[src/rtl/pipe_hazard_ctrl.sv]
// Pipeline hazard sequencer: drives the IF/ID, ID/EX, EX/MEM and MEM/WB buffer
// enables and flushes plus PC hold. It handles memory stalls, load-use bubbles,
// taken-branch squashes and interrupt entry.
//
//   state     | meaning
//   ----------+------------------------------------------------------------
//   RUN       | normal issue; load-use bubbles and interrupt acceptance live here
//   INT_DRAIN | front end squashed and PC held while older instructions retire
//   INT_ACK   | single-cycle acknowledge; PC released to the vector fetch
module pipe_hazard_ctrl #(
  parameter int MEM_LAT    = 2,
  parameter int INT_CYCLES = 3,
  parameter int REG_AW     = 3
) (
  input  logic              clk,
  input  logic              rst,
  input  logic [REG_AW-1:0] id_Rsrc1,
  input  logic [REG_AW-1:0] id_Rsrc2,
  input  logic              id_use1,
  input  logic              id_use2,
  input  logic              ex_mem_read,
  input  logic [REG_AW-1:0] ex_Rdst,
  input  logic              mem_req,
  input  logic              branch_taken,
  input  logic              int_req,
  output logic              en_if_id,
  output logic              en_id_ex,
  output logic              en_ex_mem,
  output logic              en_mem_wb,
  output logic              flush_if_id,
  output logic              flush_id_ex,
  output logic              pc_hold,
  output logic              int_ack
);

  typedef enum logic [1:0] {
    RUN       = 2'd0,
    INT_DRAIN = 2'd1,
    INT_ACK   = 2'd2
  } state_e;

  // Counter widths never drop below one bit so MEM_LAT=1 / INT_CYCLES=1 still elaborate.
  localparam int MCW = (MEM_LAT > 1) ? $clog2(MEM_LAT) : 1;
  localparam int ICW = (INT_CYCLES > 1) ? $clog2(INT_CYCLES) : 1;
  localparam logic [MCW-1:0] MCNT_LAST = MCW'(MEM_LAT - 1);
  localparam logic [ICW-1:0] ICNT_LOAD = ICW'(INT_CYCLES - 1);

  state_e         state_q, state_d;
  logic [MCW-1:0] mcnt_q, mcnt_d;
  logic [ICW-1:0] icnt_q, icnt_d;
  logic           int_pend_q, int_pend_d;

  logic stall_mem;
  logic load_use;
  logic int_accept;

  // With MEM_LAT=1 MCNT_LAST is 0, so the compare is never true and no stall occurs.
  assign stall_mem = mem_req && (mcnt_q < MCNT_LAST);

  assign load_use = ex_mem_read &&
                    ((id_use1 && (id_Rsrc1 == ex_Rdst)) ||
                     (id_use2 && (id_Rsrc2 == ex_Rdst)));

  assign int_accept = (state_q == RUN) && int_pend_q &&
                      !stall_mem && !branch_taken && !load_use;

  // State register plus the stall counter, drain counter and pending-interrupt flag
  always_ff @(posedge clk or posedge rst) begin
    if (rst) begin
      state_q    <= RUN;
      mcnt_q     <= '0;
      icnt_q     <= '0;
      int_pend_q <= 1'b0;
    end else begin
      state_q    <= state_d;
      mcnt_q     <= mcnt_d;
      icnt_q     <= icnt_d;
      int_pend_q <= int_pend_d;
    end
  end

  // Next-state logic; a memory stall freezes both the FSM and the drain counter
  always_comb begin
    state_d    = state_q;
    icnt_d     = icnt_q;
    mcnt_d     = stall_mem ? (mcnt_q + MCW'(1)) : '0;
    int_pend_d = int_pend_q | int_req;

    if (!stall_mem) begin
      unique case (state_q)
        RUN: begin
          if (int_accept) begin
            state_d = INT_DRAIN;
            icnt_d  = ICNT_LOAD;
          end
        end
        INT_DRAIN: begin
          // A taken branch during drain only redirects the PC; counting continues.
          if (icnt_q == '0) begin
            state_d = INT_ACK;
          end else begin
            icnt_d = icnt_q - ICW'(1);
          end
        end
        INT_ACK: begin
          state_d = RUN;
          // A request arriving in the ack cycle itself must not be lost.
          int_pend_d = int_req;
        end
        default: begin
          state_d = RUN;
        end
      endcase
    end
  end

  // Output decode: reset > memory stall > taken branch > per-state behaviour
  always_comb begin
    en_if_id    = 1'b1;
    en_id_ex    = 1'b1;
    en_ex_mem   = 1'b1;
    en_mem_wb   = 1'b1;
    flush_if_id = 1'b0;
    flush_id_ex = 1'b0;
    pc_hold     = 1'b0;
    int_ack     = 1'b0;

    if (rst) begin
      en_if_id    = 1'b0;
      en_id_ex    = 1'b0;
      en_ex_mem   = 1'b0;
      en_mem_wb   = 1'b0;
      flush_if_id = 1'b1;
      flush_id_ex = 1'b1;
      pc_hold     = 1'b1;
    end else if (stall_mem) begin
      // Whole pipe freezes, MEM/WB included, so the repeated WB write is harmless.
      en_if_id  = 1'b0;
      en_id_ex  = 1'b0;
      en_ex_mem = 1'b0;
      en_mem_wb = 1'b0;
      pc_hold   = 1'b1;
    end else if (branch_taken) begin
      flush_if_id = 1'b1;
      flush_id_ex = 1'b1;
      int_ack     = (state_q == INT_ACK);
    end else begin
      unique case (state_q)
        RUN: begin
          if (load_use) begin
            en_if_id    = 1'b0;
            pc_hold     = 1'b1;
            flush_id_ex = 1'b1;
          end
        end
        INT_DRAIN: begin
          pc_hold     = 1'b1;
          flush_if_id = 1'b1;
        end
        INT_ACK: begin
          int_ack     = 1'b1;
          flush_if_id = 1'b1;
        end
        default: begin
          pc_hold = 1'b1;
        end
      endcase
    end
  end

endmodule

[config.mk]
export PLATFORM = sky130hd
export DESIGN_NAME = pipe_hazard_ctrl
export DESIGN_NICKNAME = d
export VERILOG_FILES = /design/src/rtl/pipe_hazard_ctrl.sv
export SDC_FILE = /design/constraint.sdc
export NUM_CORES = 1
export LEC_CHECK = 0
export ABC_AREA = 1
export BUFFER_PORTS_ARGS = -buffer_cell sky130_fd_sc_hd__buf_2
export CORE_MARGIN = 2
export CORE_UTILIZATION = 45
export DETAILED_ROUTE_END_ITERATION = 8
export HOLD_SLACK_MARGIN = 0.02
export PLACE_DENSITY = 0.87
export SKIP_CTS_REPAIR_TIMING = 1
export SYNTH_ARGS = -nofsm -noshare
export SYNTH_HDL_FRONTEND = slang
export SYNTH_SLANG_ARGS = --single-unit
[constraint.sdc]
create_clock -name clk -period 2 [get_ports clk]
set_input_delay 0.6 -clock clk [delete_from_list [all_inputs] [get_ports clk]]
set_output_delay 0.6 -clock clk [all_outputs]
set_load 0.02 [all_outputs]
# [After elaboration in Yosys (flattened, before gate mapping)]
# Index checks and enable logic that the tools add are counted.
[classes] n_reduce_logical=18 addsub=2 muxes=33 magnitude_cmp=1 bitwise_logic=2 eq_ne=7
[op_table] cell="two-way mux 1 bit" n=26
[op_table] cell="logical AND 1 bit" n=8
[op_table] cell="two-way mux 2 bit" n=4
[op_table] cell="one-hot mux 2 bit (2 select lines)" n=2
[op_table] cell="equality test 3 bit" n=2
[op_table] cell="!= test 2 bit, second input constant" n=3
[op_table] cell="logical NOT 2 bit" n=2
[op_table] cell="AND reduction 4 bit" n=1
[op_table] cell="logical NOT 1 bit" n=3
[op_table] cell="AND reduction 3 bit" n=1
[op_table] cell="equality test 2 x 1 -> 1 bit, second input constant" n=1
[op_table] cell="equality test 2 bit, second input constant" n=1
[op_table] cell="one-hot mux 1 bit (2 select lines)" n=1
[op_table] cell="nonzero test 2 bit" n=1
[op_table] cell="OR reduction 2 bit" n=1
[op_table] cell="subtractor 2 x 1 -> 2 bit, second input constant" n=1
[op_table] cell="adder 1 bit, second input constant" n=1
[op_table] cell="logical OR 1 bit" n=1
[op_table] cell="< comparator 1 bit, second input constant" n=1
[op_table] cell="inverter 1 bit" n=1
[op_table] cell="bitwise OR 1 bit" n=1
[word_totals] out_inout_bits=8 regBits=6 elab_cells=67

# [Longest topological paths before layout]
# Gate-level depths: netlist of the first run.
[logic_depth] word_depth=9 depth_mapped=10 depth_no_buf=10

# [Worst setup path before layout of the first run]
# Ideal clock, no wire load.
[synth_timing] kind="in2out" start="in mem_req" end="out pc_hold" t_arrival_ps=1559 n_path_buf=0 path_stages=6 path_slack_ps=-159 required_ps=1400 path_cell_list="inv_1 -> nor2_2 -> nor2_1 -> nand2_1 -> inv_1 -> nand2_1"
[synth_via] elab_chain_cells=3
[synth_lines] item="start: declaration" line_no="23" text="input logic mem_req,"
[synth_lines] item="logical AND 1 bit" line_no="58" text="assign stall_mem = mem_req && (mcnt_q < MCNT_LAST);"
[synth_lines] item="two-way mux 1 bit" line_no="136" text="end else if (stall_mem) begin"
[synth_lines] item="two-way mux 1 bit" line_no="128" text="if (rst) begin"
[synth_lines] item="end: declaration" line_no="32" text="output logic pc_hold,"
# Every way passes these cells.

# [Worst setup path in the final report of the first run]
[layout_timing] start="in id_Rsrc2[1]" end="out flush_id_ex"
[layout_via] elab_chain_cells=9
[layout_lines] item="start: declaration" line_no="18" text="input logic [REG_AW-1:0] id_Rsrc2,"
[layout_lines] item="equality test 3 bit" line_no="62" text="(id_use2 && (id_Rsrc2 == ex_Rdst)));"
[layout_lines] item="logical AND 1 bit" line_no="62"
[layout_lines] item="logical OR 1 bit" line_no="61" text="((id_use1 && (id_Rsrc1 == ex_Rdst)) ||"
[layout_lines] item="logical AND 1 bit" line_no="60" text="assign load_use = ex_mem_read &&"
[layout_lines] item="two-way mux 1 bit" line_no="150" text="if (load_use) begin"
[layout_lines] item="two-way mux 1 bit" line_no="148" text="unique case (state_q)"
[layout_lines] item="two-way mux 1 bit" line_no="143" text="end else if (branch_taken) begin"
[layout_lines] item="two-way mux 1 bit" line_no="136"
[layout_lines] item="two-way mux 1 bit" line_no="128"
[layout_lines] item="end: declaration" line_no="31" text="output logic flush_id_ex,"
# Every way passes these cells.

==> results of run 1 <==
registers in the layout, summed over array words and instances, names as in the netlist:
register	flops
state_q	2
icnt_q	2
mcnt_q	1
int_pend_q	1
synth_stat cells (all sizes together):
master / count
ha: 5
o21ai: 4
nand3: 4
a21oi: 1
nor2: 10
nor3: 1
dfrtp: 6
inv: 20
nand2: 36
or2: 1
nand4: 4
buf: 2
kinds of logic (layout without fill, tap and decap cells):
family / count (synthesis) / count (layout) / synth area share
AND/OR/NAND/NOR: 56 / 56 / 0.426
AO/OA/AOI/OAI: 5 / 5 / 0.0671
flip-flops: 6 / 6 / 0.252
buffers and inverters: 22 / 50 / 0.151
adder cells (fa/ha/maj): 5 / 5 / 0.105
area by class of cell:
cell class	count	area, µm²
clock buffer	3	22.5
timing repair buffer	27	194
tap	15	18.8
sequential	6	150
fill	95	400
inverter	20	77.6
multi-input combinational	66	405
layer usage:
metal | GRT usage | vias to the layer above
li1 | - | 339
met1 | 0.155 | 287
met2 | 0.337 | 25
met3 | 0.0444 | 2
met4 | 0.108 | 0
met5 | 0 | -
power breakdown:
part	switching, mW	internal (mW)	leakage [nW]
Sequential	0.0290	0.166	0.0719
Combinational	0.312	0.227	0.422
Clock	0.0376	0.0675	0.0138
Total	0.379	0.460	0.507
tightest hold or removal path, stage by stage:
cell and delay, ps:
buf_2 120, inv_1 100, buf_4 160
layout by cell type (no fill, tap or decap), drive strengths merged:
master / Yosys / routed
nor2: 10 / 10
inv: 20 / 20
o21ai: 4 / 4
nor3: 1 / 1
dfrtp: 6 / 6
nand2: 36 / 36
nand3: 4 / 4
or2: 1 / 1
buf: 2 / 27
clkbuf: 0 / 3
ha: 5 / 5
a21oi: 1 / 1
nand4: 4 / 4
worst max path at each step:
stage	endpoint	slack, ps
6_report	flush_id_ex	-70
5_1_grt	flush_id_ex	-160
4_1_cts	pc_hold	-190
3_5_place_dp	pc_hold	-60
3_3_place_gp	pc_hold	-40
2_1_floorplan	pc_hold	30
==> Flow_metrics.wiki, run 1 <==
{| class="wikitable"
! Metric !! Value
|-
| Outcome || finished with violations
|-
| Violated checks || setup timing
|-
| Worst EP arrival || 1470 ps
|-
| Cells along the critical path || buf_2 -> inv_1 -> nand2_1 -> nand2_1 -> nor2_1 -> nand2_1 -> nand2_2 -> nand2_4 -> nand2_2 -> o21ai_2 -> nand2_1 -> buf_6
|-
| Total congestion overflow || 0
|-
| CTS H-tree depth || 1
|-
| Setup violation total in the final timing report || 2
|-
| Amount of wire on met3 after detailed routing || 79 µm
|-
| R2r startpoint || state_q[1]
|-
| Max frequency || 484 MHz
|-
| Placed cell area || 751 µm²
|-
| Setup slack, reg-to-reg || 520 ps
|-
| Total power per unit cell area || 966 nW/µm²
|-
| Count of unique library cells instantiated by Yosys || 19
|-
| Largest net degree at the start of global routing || 7
|-
| CP required || 1400 ps
|-
| RSZ-0062 raised after global routing || true
|-
| Clock root buffer master || clkbuf_4
|-
| Max Root-Sink Buffers || 2
|-
| Worst-case reg-to-reg path depth || 8
|-
| Fin Setup TNS || -82.8 ps
|-
| Worst path max stage delay || 120 ps
|-
| Via count || 653
|-
| Pins over their slew limit || 0
|-
| Final standard cell area without fillers || 868 µm²
|-
| Hpwl dp || 1080 µm
|-
| Number of primary I/O pins || 25
|-
| Hold violation total from the final report || 0
|-
| Number of synthesized register bits || 6
|-
| Violation count after the first detailed-route iteration || 13
|-
| Min-delay worst type || input port to asynchronous set/reset pin
|-
| TritonCTS clock tree || built
|-
| Avg Cell Area, Syn || 6.35 µm²
|-
| Floorplan Core Area || 1270 µm²
|-
| Crit Reg-Reg Endpoint || icnt_q[0]
|-
| Inst Count DP || 134
|-
| Syn nets || 116
|-
| Die span in x || 40.4 µm
|-
| Number of clock sinks || 6
|-
| Buffers & Inverters on Critical Path || 3
|-
| Leading area contributor after synthesis || dfrtp_1
|-
| Area enclosed by the die boundary || 1630 µm²
|-
| Relative slew slack || 0.854
|-
| Overall power of the completed layout || 839 µW
|-
| Initial cell density of the core || 0.470
|-
| Share of the synthesized area in the top cell type || 0.252
|-
| Synth area leaders || dfrtp_1 25%, nand2_1 21%, inv_1 11%, ha_1 10%, nor2_1 5.7%
|-
| Cell area after synthesis || 597 µm²
|-
| Die span in y || 40.4 µm
|-
| Hold_ws || 419 ps
|-
| First-pass iteration count of the detailed router || 5
|-
| First-pass GRT wire length || 1840 µm
|-
| Highest Signal Layer || met4
|-
| Fraction of final layout cells with drive strength greater than 1 || 0.484
|-
| Site row count || 13
|-
| Number of nets still failing antenna checks after routing || 0
|-
| Number of antenna violations at the first check in global routing || 0
|-
| Post-detailed-route DRC marker count || 0
|-
| Cell count after synthesis || 94
|-
| Later-pin clock latency in the skew report || 240 ps
|-
| Crit path depth || 12
|-
| Type of the worst setup path || input port to primary output
|-
| Critical Path End Type || primary output
|-
| VDD IR max || 671 µV
|-
| Global-route total usage across every layer || 0.174
|-
| Ant. Diodes || 0
|-
| Most frequent CP cell || nand2_1
|-
| Largest fanout on the critical path || 2
|-
| Count of maximum capacitance violations || 0
|-
| Worst clock skew || 0.0375 ps
|-
| Via-to-Cell Ratio || 4.77
|-
| Number of nets in the final layout || 146
|-
| Clock-pin transition on the worst setup and hold timing paths || 40 ps
|-
| Routability cong. || 0.798
|-
| Wire length reported by the detailed router || 1370 µm
|-
| Crit-path leading delay family || simple AND/OR/NAND/NOR gates
|-
| Final core utilization || 0.684
|-
| Wire length the detailed router placed on met1 || 498 µm
|-
| Met2 wire len || 779 µm
|-
| Minimum setup slack in the final design || -67.2 ps
|-
| Final clock period utilization by the worst path || 1.03
|-
| Number of CTS-inserted buffers || 3
|-
| Non-filler instance count after layout || 137
|-
| Synth-to-Final Area Change || 45.5%
|-
| Number of warnings printed during yosys synthesis || 0
|-
| CP Launch Type || input port
|-
| Time the worst path needs with I/O delays and setup || 2070 ps
|-
| Crit path max-delay cell type || buf_6
|-
| Average wire length per cell after detail routing || 10.0 µm
|-
| Sequential-to-total area share from yosys stat || 0.252
|-
| DP Worst Slack || -63.7 ps
|-
| Total of buffers placed on input and output ports || 24
|-
| Vias in the first global route || 537
|-
| Actual slew at the worst max-slew pin || 219 ps
|-
| Leakage dissipation || 0.507 nW
|-
| Critical path origin || id_Rsrc2[1]
|}
Note: power is estimated with default switching activity, not from simulation.
==> run 2, diff against run 1 <==
--- a/config.mk
+++ b/config.mk
@@ -5,13 +5,13 @@
 export SDC_FILE = /design/constraint.sdc
 export NUM_CORES = 1
 export LEC_CHECK = 0
-export ABC_AREA = 1
+export ABC_AREA = 0
 export BUFFER_PORTS_ARGS = -buffer_cell sky130_fd_sc_hd__buf_2
-export CORE_MARGIN = 2
-export CORE_UTILIZATION = 45
+export CORE_AREA = 2 2 39 41
 export DETAILED_ROUTE_END_ITERATION = 8
+export DIE_AREA = 0 0 41 43
 export HOLD_SLACK_MARGIN = 0.02
-export PLACE_DENSITY = 0.87
+export PLACE_DENSITY = 0.8
 export SKIP_CTS_REPAIR_TIMING = 1
 export SYNTH_ARGS = -nofsm -noshare
 export SYNTH_HDL_FRONTEND = slang
==> Flow_metrics.wiki, run 2 <==
{| class="wikitable"
! Metric !! Value
|-
| Outcome || finished with violations
|-
| Violated checks || setup timing
|-
| CP required || 1400 ps (about the same)
|-
| VDD IR max || 413 µV (-38%)
|-
| Via-to-Cell Ratio || 4.94 (+3.6%)
|-
| Number of enable-type register cells in the synthesized netlist || 0 (unchanged)
|-
| TritonCTS clock tree || built
|-
| Die span in y || 43 µm (+6.4%)
|-
| Routability cong. || 0.812 (+1.8%)
|-
| Leading area contributor after synthesis || dfrtp_1
|-
| Synth area leaders || dfrtp_1 29%, ha_1 12%, xnor2_1 10%, inv_1 5.1%, nor2_1 4.4%
|-
| Vias in the first global route || 489 (-8.9%)
|-
| Die span in x || 41 µm (+1.4%)
|-
| Number of CTS-inserted buffers || 3 (unchanged)
|-
| Time the worst path needs with I/O delays and setup || 2160 ps (+89.5 ps)
|-
| Total congestion overflow || 0 (unchanged)
|-
| Largest fanout on the critical path || 3 (+1)
|-
| Later-pin clock latency in the skew report || 240 ps (about the same)
|-
| Fraction of final layout cells with drive strength greater than 1 || 0.542 (+0.0581)
|-
| Wire length reported by the detailed router || 1520 µm (+11%)
|-
| Largest net degree at the start of global routing || 7 (unchanged)
|-
| Relative slew slack || 0.823 (-0.0309)
|-
| Final clock period utilization by the worst path || 1.08 (+0.0447)
|-
| Count of unique library cells instantiated by Yosys || 23 (+4)
|-
| Sequential-to-total area share from yosys stat || 0.291 (+0.0390)
|-
| Ant. Diodes || 0 (unchanged)
|-
| Buffers & Inverters on Critical Path || 2 (-1)
|-
| Max frequency || 464 MHz (-4.1%)
|-
| First-pass GRT wire length || 1730 µm (-5.7%)
|-
| Top cells by instance count after synthesis || 7 x inv_1, 6 x dfrtp_1, 6 x nor2_1, 6 x xnor2_1
|-
| Number of nets still failing antenna checks after routing || 0 (unchanged)
|-
| Largest registers || icnt_q x2, state_q x2
|-
| RSZ-0062 raised after global routing || true
|-
| Clock root buffer master || clkbuf_4
|-
| Avg Cell Area, Syn || 8.47 µm² (+33%)
|-
| CTS H-tree depth || 1 (unchanged)
|-
| Fin Setup TNS || -370 ps (-287 ps)
|-
| Number of synthesized register bits || 6 (unchanged)
|-
| Total power per unit cell area || 996 nW/µm² (+3.1%)
|-
| Actual slew at the worst max-slew pin || 265 ps (+46.1 ps)
|-
| Area enclosed by the die boundary || 1760 µm² (+7.9%)
|-
| Post-detailed-route DRC marker count || 0 (unchanged)
|-
| Crit path max-delay cell type || a21oi_2
|-
| Leakage dissipation || 0.438 nW (-14%)
|-
| Commonest cells after routing, fill and taps aside || 13 x buf_2, 13 x buf_4, 8 x buf_6
|-
| Crit-path leading delay family || compound AO/OA/AOI/OAI gates
|-
| Average wire length per cell after detail routing || 13.6 µm (+36%)
|-
| Clock-pin transition on the worst setup and hold timing paths || 40 ps (about the same)
|-
| Syn nets || 83 (-28%)
|-
| Pins over their slew limit || 0 (unchanged)
|-
| CP Launch Type || input port
|-
| Minimum setup slack in the final design || -157 ps (-89.5 ps)
|-
| Initial cell density of the core || 0.373 (-0.0970)
|-
| Hpwl dp || 980 µm (-9.0%)
|-
| Number of primary I/O pins || 25 (unchanged)
|-
| Setup slack, reg-to-reg || 210 ps (-310 ps)
|-
| Site row count || 14 (+1)
|-
| Worst clock skew || 0.123 ps (+0.0857 ps)
|-
| Count of maximum capacitance violations || 0 (unchanged)
|-
| Worst EP arrival || 1560 ps (+90 ps)
|-
| Share of the synthesized area in the top cell type || 0.291 (+0.0390)
|-
| Cell area after synthesis || 517 µm² (-13%)
|-
| Number of nets in the final layout || 120 (-18%)
|-
| Critical Path End Type || primary output
|-
| Violation count after the first detailed-route iteration || 9 (-4)
|-
| Via count || 553 (-15%)
|-
| Global-route total usage across every layer || 0.140 (-0.0346)
|-
| Cells along the critical path || buf_6 -> xnor2_2 -> nand4_1 -> a21oi_2 -> nor2_1 -> o21ai_1 -> buf_4
|-
| Dominant synthesized flop cell || dfrtp_1
|-
| Synth-to-Final Area Change || 64.6%
|-
| First-pass iteration count of the detailed router || 2 (-3)
|-
| Worst path max stage delay || 220 ps (+100 ps)
|-
| Most used standard cell by instance count after synthesis || inv_1
|-
| Floorplan Core Area || 1380 µm² (+9.1%)
|-
| Cell count after synthesis || 61 (-35%)
|-
| Share of synthesized registers carrying an async set or reset || 1.00 (unchanged)
|-
| Number of warnings printed during yosys synthesis || 0 (unchanged)
|-
| Min-delay worst type || input port to asynchronous set/reset pin
|-
| Hold violation total from the final report || 0 (unchanged)
|-
| Number of clock sinks || 6 (unchanged)
|-
| Type of the worst setup path || input port to primary output
|-
| Setup violation total in the final timing report || 3 (+1)
|-
| Number of antenna violations at the first check in global routing || 0 (unchanged)
|-
| Total of buffers placed on input and output ports || 24 (unchanged)
|-
| Max Root-Sink Buffers || 2 (unchanged)
|-
| Hold_ws || 376 ps (-42.5 ps)
|}
run 2: path summary, 6_finish.rpt:
check,startpoint,end,cells past startpoint
worst max-delay path,id_Rsrc1[1],flush_id_ex,7
worst min-delay path,rst,icnt_q[1],3
worst max register to register,state_q[0],icnt_q[0],9
worst min register to register,int_pend_q,int_pend_q,1
max in group asynchronous,rst,state_q[0],3
min in group clk,int_pend_q,int_pend_q,1
run 2: logic make-up after synthesis:
group,share of synthesized area
mux,0.0290
fa+ha+maj,0.121
compound gates,0.177
simple gates,0.201
flops,0.291
xor+xnor,0.102
buf+inv,0.0799
run 2: through the flow:
stage | worst slack [ps] | instance area (µm²) | utilization | power (mW) | cells
floorplan | -82.0 | 519 | - | 0.514 | 61
global placement | -193 | 689 | 0.498 | 0.630 | 105
detailed placement | -230 | 689 | 0.498 | 0.657 | 105
CTS | -246 | 712 | 0.514 | 0.772 | 108
global route | -228 | 851 | 0.615 | 0.920 | 112
finish | -157 | 851 | 0.615 | 0.847 | 112
run 2: tightest hold or removal path: stages:
cell and delay, ps:
buf_2 110, inv_1 80, buf_4 150
run 2: area by class of cell:
class                           instances  area, µm²
Fill cell                             103        533
Tap cell                               16       20.0
Clock buffer                            3       22.5
Multi-Input combinational cell         46        379
Inverter                                7       26.3
Sequential cell                         6        150
Timing Repair Buffer                   34        253
run 2: routing by layer:
layer | global-route usage | vias up | part of all wire
met4 | 0.0600 | 0 | 0
met2 | 0.263 | 24 | 0.55
met1 | 0.138 | 248 | 0.36
met5 | 0 | - | 0
li1 | - | 281 | -
met3 | 0.0157 | 0 | 0.087
run 2: where the power goes:
| part | internal (mW) | switching [mW] |
|---|---|---|
| Combinational | 0.271 | 0.272 |
| Sequential | 0.166 | 0.0298 |
| Clock | 0.0677 | 0.0406 |
| Total | 0.505 | 0.343 |
